<file path="src/rtl/dlsc_axi_wrcollect.sv">
// dlsc_axi_wrcollect: AXI write-burst collector.
// Holds W data locally and releases an AW downstream only once the whole burst
// for that command is buffered. The B channel is a straight wire-through.
// Optional build macro: WRCOLLECT_CHECK_EN enables the sticky burst-length
// mismatch flag err_len. When it is undefined, err_len is tied low.
module dlsc_axi_wrcollect #(
  parameter int unsigned DATA     = 32,
  parameter int unsigned ADDR     = 32,
  parameter int unsigned LEN      = 4,
  parameter int unsigned BUF_ADDR = 4
) (
  input  logic                clk,
  input  logic                rst_n,

  output logic                m_aw_ready,
  input  logic                m_aw_valid,
  input  logic [ADDR-1:0]     m_aw_addr,
  input  logic [LEN-1:0]      m_aw_len,

  output logic                m_w_ready,
  input  logic                m_w_valid,
  input  logic                m_w_last,
  input  logic [DATA-1:0]     m_w_data,
  input  logic [DATA/8-1:0]   m_w_strb,

  input  logic                m_b_ready,
  output logic                m_b_valid,
  output logic [1:0]          m_b_resp,

  input  logic                s_aw_ready,
  output logic                s_aw_valid,
  output logic [ADDR-1:0]     s_aw_addr,
  output logic [LEN-1:0]      s_aw_len,

  input  logic                s_w_ready,
  output logic                s_w_valid,
  output logic                s_w_last,
  output logic [DATA-1:0]     s_w_data,
  output logic [DATA/8-1:0]   s_w_strb,

  output logic                s_b_ready,
  input  logic                s_b_valid,
  input  logic [1:0]          s_b_resp,

  output logic                err_len
);

  localparam int unsigned STRB      = DATA / 8;
  localparam int unsigned CMD_W     = ADDR + LEN;
  localparam int unsigned DAT_W     = 1 + STRB + DATA;
  localparam int unsigned BUF_DEPTH = 1 << BUF_ADDR;
  localparam int unsigned CNT_W     = BUF_ADDR + 1;

  // ---------------------------------------------------------------------------
  // Ready qualifier: holds both upstream readies low during reset and lets
  // them rise on the first clock after release.
  // ---------------------------------------------------------------------------
  logic run;

  // Set once out of reset.
  always_ff @(posedge clk or negedge rst_n) begin
    if (!rst_n) run <= 1'b0;
    else        run <= 1'b1;
  end

  // ---------------------------------------------------------------------------
  // Command FIFO (4 x {addr,len})
  // ---------------------------------------------------------------------------
  logic [CMD_W-1:0] cmd_mem [4];
  logic [1:0]       cmd_wr;
  logic [1:0]       cmd_rd;
  logic [2:0]       cmd_cnt;
  logic             cmd_full;
  logic             cmd_empty;
  logic             cmd_push;
  logic             cmd_pop;

  assign cmd_full   = (cmd_cnt == 3'd4);
  assign cmd_empty  = (cmd_cnt == 3'd0);
  assign m_aw_ready = run && !cmd_full;
  assign cmd_push   = m_aw_valid && m_aw_ready;
  assign cmd_pop    = s_aw_valid && s_aw_ready;

  // Command storage write port.
  always_ff @(posedge clk) begin
    if (cmd_push) cmd_mem[cmd_wr] <= {m_aw_addr, m_aw_len};
  end

  // Command FIFO pointers and occupancy.
  always_ff @(posedge clk or negedge rst_n) begin
    if (!rst_n) begin
      cmd_wr  <= 2'd0;
      cmd_rd  <= 2'd0;
      cmd_cnt <= 3'd0;
    end else begin
      if (cmd_push) cmd_wr <= cmd_wr + 2'd1;
      if (cmd_pop)  cmd_rd <= cmd_rd + 2'd1;
      if (cmd_push && !cmd_pop)      cmd_cnt <= cmd_cnt + 3'd1;
      else if (!cmd_push && cmd_pop) cmd_cnt <= cmd_cnt - 3'd1;
    end
  end

  assign {s_aw_addr, s_aw_len} = cmd_mem[cmd_rd];

  // ---------------------------------------------------------------------------
  // Data FIFO (2^BUF_ADDR x {last,strb,data}), head visible without a pop
  // ---------------------------------------------------------------------------
  logic [DAT_W-1:0]    data_mem [BUF_DEPTH];
  logic [BUF_ADDR-1:0] data_wr;
  logic [BUF_ADDR-1:0] data_rd;
  logic [CNT_W-1:0]    data_cnt;
  logic                data_full;
  logic                data_empty;
  logic                data_push;
  logic                data_pop;

  assign data_full  = (data_cnt == CNT_W'(BUF_DEPTH));
  assign data_empty = (data_cnt == CNT_W'(0));
  assign m_w_ready  = run && !data_full;
  assign data_push  = m_w_valid && m_w_ready;
  assign data_pop   = s_w_valid && s_w_ready;

  // Data storage write port.
  always_ff @(posedge clk) begin
    if (data_push) data_mem[data_wr] <= {m_w_last, m_w_strb, m_w_data};
  end

  // Data FIFO pointers and occupancy.
  always_ff @(posedge clk or negedge rst_n) begin
    if (!rst_n) begin
      data_wr  <= '0;
      data_rd  <= '0;
      data_cnt <= '0;
    end else begin
      if (data_push) data_wr <= data_wr + BUF_ADDR'(1);
      if (data_pop)  data_rd <= data_rd + BUF_ADDR'(1);
      if (data_push && !data_pop)      data_cnt <= data_cnt + CNT_W'(1);
      else if (!data_push && data_pop) data_cnt <= data_cnt - CNT_W'(1);
    end
  end

  assign {s_w_last, s_w_strb, s_w_data} = data_mem[data_rd];

  // ---------------------------------------------------------------------------
  // Burst accounting
  // burst_cnt: bursts fully buffered but not yet commanded downstream.
  // w_credit : bursts commanded downstream whose data has not fully left.
  // ---------------------------------------------------------------------------
  logic [CNT_W-1:0] burst_cnt;
  logic [2:0]       w_credit;
  logic             burst_inc;
  logic             credit_dec;

  assign burst_inc  = data_push && m_w_last;
  assign credit_dec = data_pop && s_w_last;

  // Complete-burst and outstanding-command counters.
  always_ff @(posedge clk or negedge rst_n) begin
    if (!rst_n) begin
      burst_cnt <= '0;
      w_credit  <= 3'd0;
    end else begin
      if (burst_inc && !cmd_pop)      burst_cnt <= burst_cnt + CNT_W'(1);
      else if (!burst_inc && cmd_pop) burst_cnt <= burst_cnt - CNT_W'(1);
      if (cmd_pop && !credit_dec)      w_credit <= w_credit + 3'd1;
      else if (!cmd_pop && credit_dec) w_credit <= w_credit - 3'd1;
    end
  end

  assign s_aw_valid = !cmd_empty && (burst_cnt != CNT_W'(0)) && (w_credit != 3'd4);
  assign s_w_valid  = !data_empty && (w_credit != 3'd0);

  // ---------------------------------------------------------------------------
  // B channel pass-through
  // ---------------------------------------------------------------------------
  assign m_b_valid = s_b_valid;
  assign m_b_resp  = s_b_resp;
  assign s_b_ready = m_b_ready;

  // ---------------------------------------------------------------------------
  // Optional downstream burst-length checker
  // ---------------------------------------------------------------------------
`ifdef WRCOLLECT_CHECK_EN
  logic [LEN-1:0] len_q [4];
  logic [1:0]     lq_wr;
  logic [1:0]     lq_rd;
  logic [LEN-1:0] beat;
  logic           err_q;

  // Length of each commanded burst, consumed as its data leaves.
  always_ff @(posedge clk) begin
    if (cmd_pop) len_q[lq_wr] <= s_aw_len;
  end

  // Beat counter compares each outgoing beat against its command length.
  always_ff @(posedge clk or negedge rst_n) begin
    if (!rst_n) begin
      lq_wr <= 2'd0;
      lq_rd <= 2'd0;
      beat  <= '0;
      err_q <= 1'b0;
    end else begin
      if (cmd_pop) lq_wr <= lq_wr + 2'd1;
      if (data_pop) begin
        if ((beat == len_q[lq_rd]) != s_w_last) err_q <= 1'b1;
        if (s_w_last) begin
          beat  <= '0;
          lq_rd <= lq_rd + 2'd1;
        end else begin
          beat  <= beat + LEN'(1);
        end
      end
    end
  end

  assign err_len = err_q;
`else
  assign err_len = 1'b0;
`endif

endmodule

</file>
<file path="config.mk">
export PLATFORM = sky130hd
export DESIGN_NAME = dlsc_axi_wrcollect
export DESIGN_NICKNAME = d
export VERILOG_FILES = /design/src/rtl/dlsc_axi_wrcollect.sv
export SDC_FILE = /design/constraint.sdc
export NUM_CORES = 1
export LEC_CHECK = 0
export BUFFER_PORTS_ARGS = -buffer_cell sky130_fd_sc_hd__buf_2
export CORE_MARGIN = 1
export CORE_UTILIZATION = 35
export CTS_CLUSTER_DIAMETER = 40
export DETAILED_ROUTE_END_ITERATION = 12
export SYNTH_ARGS = -nofsm -noshare
export SYNTH_HDL_FRONTEND = slang
export SYNTH_SLANG_ARGS = --single-unit
</file>
<file path="constraint.sdc">
create_clock -name clk -period 5.8 [get_ports clk]
set_input_delay 0.87 -clock clk [delete_from_list [all_inputs] [get_ports clk]]
set_output_delay 0.87 -clock clk [all_outputs]
set_load 0.005 [all_outputs]
</file>
==> flow_summary.ini <==
[routing]
firstDrtPassIters = 5
drc = 0
ant_nets = 0
drtIter0Drc = 959
dr_total_vias = 13550
wirelength_mm = 62.44
wl_per_cell_um = 23.47
post_drt_via_cell_ratio = 5.092

[clock_tree]
ctsResizeCount = 0
numCtsBuffers = 98
postCtsSetupBuffers = 0
clk_pin_slew_worst_paths_ns = 0.06
clk_path_buf_depth = 3
htreeDepth = 3
clkSinkCount = 765
clk_root_buffer_cell = clkbuf_16
worstSkewPairLatency_ns = 0.66
cts_tree = done
holdBufCountCts = 0

[yosys]
netlist_area_um2 = 29190
yosys.area.top_type_share_pct = 75.72
syn_nets = 1395
synth_cell_types = 43
synth-seq-area-share_pct = 78.20
ys_seq_elements = 765
syn_avg_cell_area_um2 = 22.66
ys_warn_count = 0
yosysTopAreaCell = edfxtp_1
synth_area_leaders = edfxtp_1 76%, mux4_2 14%, dfrtp_1 2.5%, a22oi_1 1.9%, ha_1 0.86%
synthCells = 1288

[timing]
finalSetupViolCount = 0
timing.hold.ws_ns = 0.2900
finalCritPeriodShare_pct = 73.54
skew_ns = 0.04380
drv_slew = 0
rsz0062_at_grt = no
period_minus_slack_ns = 4.265
max_freq_mhz = 234.4
hold_violations = 0
tightest_slew_ns = 1.265
slew_headroom_pct = 15.49
setup_tns_ns = 0

[final_layout]
post-route-cell-area_um2 = 34870
multi_input_area_um2 = 6072
area_growth_pct = 19.46
nets = 1614
nFillCells = 7039
layout-drive-gt1-share_pct = 35.72
seq_area_um2 = 22840

[critical_path]
slowest_stage = dfrtp_4
path_cells = buf_4 > mux4_2 > a22oi_1 > nand2_1 > buf_2
path_class = register to output port
cp_max_fo = 46
startpoint = data_rd[0]$_DFFE_PN0P_
slowest_delay_ns = 1.03
crit_family = flip-flops
path_buf_inv = 2
start_kind = register
endpoint_kind = output port
critPathRequiredTime_ns = 4.93
cp_data_arrival_time_ns = 3.40
reg2reg_from = data_cnt[0]$_DFFE_PN0P_

[power]
p_clk_share_pct = 36.3
leakage_nw = 11.46
p_seq_share_pct = 39.5
p_per_area_nw_per_um2 = 501.1
vdd_drop_max_v = 0.0003015
p_comb_share_pct = 24.2
p_int_mw = 12.44
power_switching_mw = 5.031
p_sw_share_pct = 28.79

[status]
status = finished, final reports clean

[placed_design]
hpwl_mm = 33.97
routabilityCongestion = 0.7076
port_buffers = 155
placed_cell_area_um2 = 31350

[floorplan]
dieHeight_um = 290.8
row_count = 105
core_area_um2 = 82240
die_area_um2 = 84560
start_util_pct = 35.49
die_w_um = 290.8
ioPinCount = 165

[global_route]
antenna_found_initial = 5
globalRouteTotalUtil_pct = 14.86
grt-ovfl-total = 0
grt_max_degree = 72
grt_pass1_vias = 14720
grt_pass1_wl_mm = 93.70

[flow_run]
cap_violations = 0

[worst_hold_path]
hold_path.class = input port to asynchronous set/reset pin
-- kinds of logic after synthesis --
| group | share of synthesized area, % |
|---|---|
| xor+xnor | 0.6301 |
| flops | 78.20 |
| simple gates | 1.552 |
| buf+inv | 1.453 |
| mux | 14.49 |
| other cells | 0.02573 |
| compound gates | 2.512 |
| fa+ha+maj | 1.132 |
-- layout by cell type (no fill, tap or decap), drive strengths merged, types with 3 or more instances in the layout --
cell type and instances:
a211oi 3, bufinv 16, fa 4, clkbuf 109, and2 3, a22oi 72
clkinv 30, mux2 5, nor3 10, a21oi 7, nand3 5, and3 4
dfrtp 29, clkinvlp 10, xnor2 14, o21ai 7, nand2 50, mux4 184
mux2i 3, ha 20, nor2b 4, buf 187, xor2 7, nor2 17
edfxtp 736, inv 34
-- registers in the layout, indices dropped and copies added (netlist names), 2 cells and up --
register   cells
cmd_mem      144
cmd_rd         2
w_credit       3
cmd_wr         2
data_cnt       5
data_wr        4
cmd_cnt        3
burst_cnt      5
data_rd        4
data_mem     592
-- metal layers --
| layer | global-route usage [%] | vias to the layer above | wire (um) |
|---|---|---|---|
| met5 | 0 | - | 22 |
| met2 | 25.33 | 362 | 31870 |
| li1 | - | 5880 | - |
| met3 | 2.654 | 111 | 3106 |
| met1 | 19.25 | 7192 | 25960 |
| met4 | 4.762 | 4 | 1485 |
-- per-stage QoR --
stage / instances / setup WS (ns) / util [%] / power [mW]
after global placement: 2477 / 1.963 / 38.12 / 11.28
final: 2661 / 1.535 / 42.40 / 17.47
after CTS: 2660 / 1.386 / 42.40 / 17.75
after floorplan: 1288 / 1.295 / - / 9.782
after global routing: 2660 / 1.282 / 42.40 / 18.23
after detailed placement: 2477 / 1.894 / 38.12 / 11.37
-- path summary, 6_finish.rpt --
path / to / slack (ns) / cells after the start
setup / recovery: s_w_data[12] / 1.53 / 5
hold / removal: burst_cnt[1]$_DFFE_PN0P_ / 0.29 / 1
setup reg to reg: data_mem[1][32]$_DFFE_PP_ / 2.48 / 5
hold reg to reg: cmd_cnt[2]$_DFFE_PN0P_ / 0.50 / 1
max in group asynchronous: data_rd[0]$_DFFE_PN0P_ / 4.96 / 1
min in group clk: cmd_mem[0][0]$_DFFE_PP_ / 0.43 / 1
-- synth_stat cells --
library cell  instances
edfxtp_1            736
mux4_2              184
a22oi_1              72
nand2_1              50
clkbuf_1             29
dfrtp_1              29
ha_1                 20
buf_2                18
nor2_1               17
inv_1                16
xnor2_1              14
buf_4                11
nor3_1               10
a21oi_1               7
o21ai_0               7
xor2_1                7
buf_6                 6
mux2_2                5
nand3_1               5
and3_1                4
buf_1                 4
fa_1                  4
nor2b_1               4
mux2i_1               3
a211o_1               2
a21o_1                2
and2_1                2
conb_1                2
nand2b_1              2
o2111ai_1             2
or3_1                 2
a2111oi_0             1
a211oi_1              1
a211oi_2              1
a211oi_4              1
and2_0                1
nand4_1               1
nor3b_1               1
nor4_1                1
nor4_2                1
o21a_1                1
o311ai_0              1
o31ai_1               1
-- final cells by class --
| cell class | instances | area share (%) |
|---|---|---|
| clock inverter | 74 | 2.885 |
| timing repair buffer | 187 | 2.985 |
| clock buffer | 109 | 7.212 |
| antenna | 1 | 0.007176 |
| tap | 1070 | 3.839 |
| sequential | 765 | 65.49 |
| multi-input combinational | 439 | 17.41 |
| inverter | 16 | 0.1722 |
-- power groups by stage --
| stage | sequential, mW | clock, mW | combinational (mW) |
|---|---|---|---|
| 6_report | 6.90 | 6.35 | 4.22 |
| 5_1_grt | 6.97 | 6.69 | 4.58 |
| 4_1_cts | 6.92 | 6.48 | 4.35 |
| 3_3_place_gp | 7.01 | 0 | 4.28 |
| 3_5_place_dp | 7.03 | 0 | 4.33 |
| 2_1_floorplan | 6.73 | 0 | 3.05 |
(Power assumes the default switching activity.)
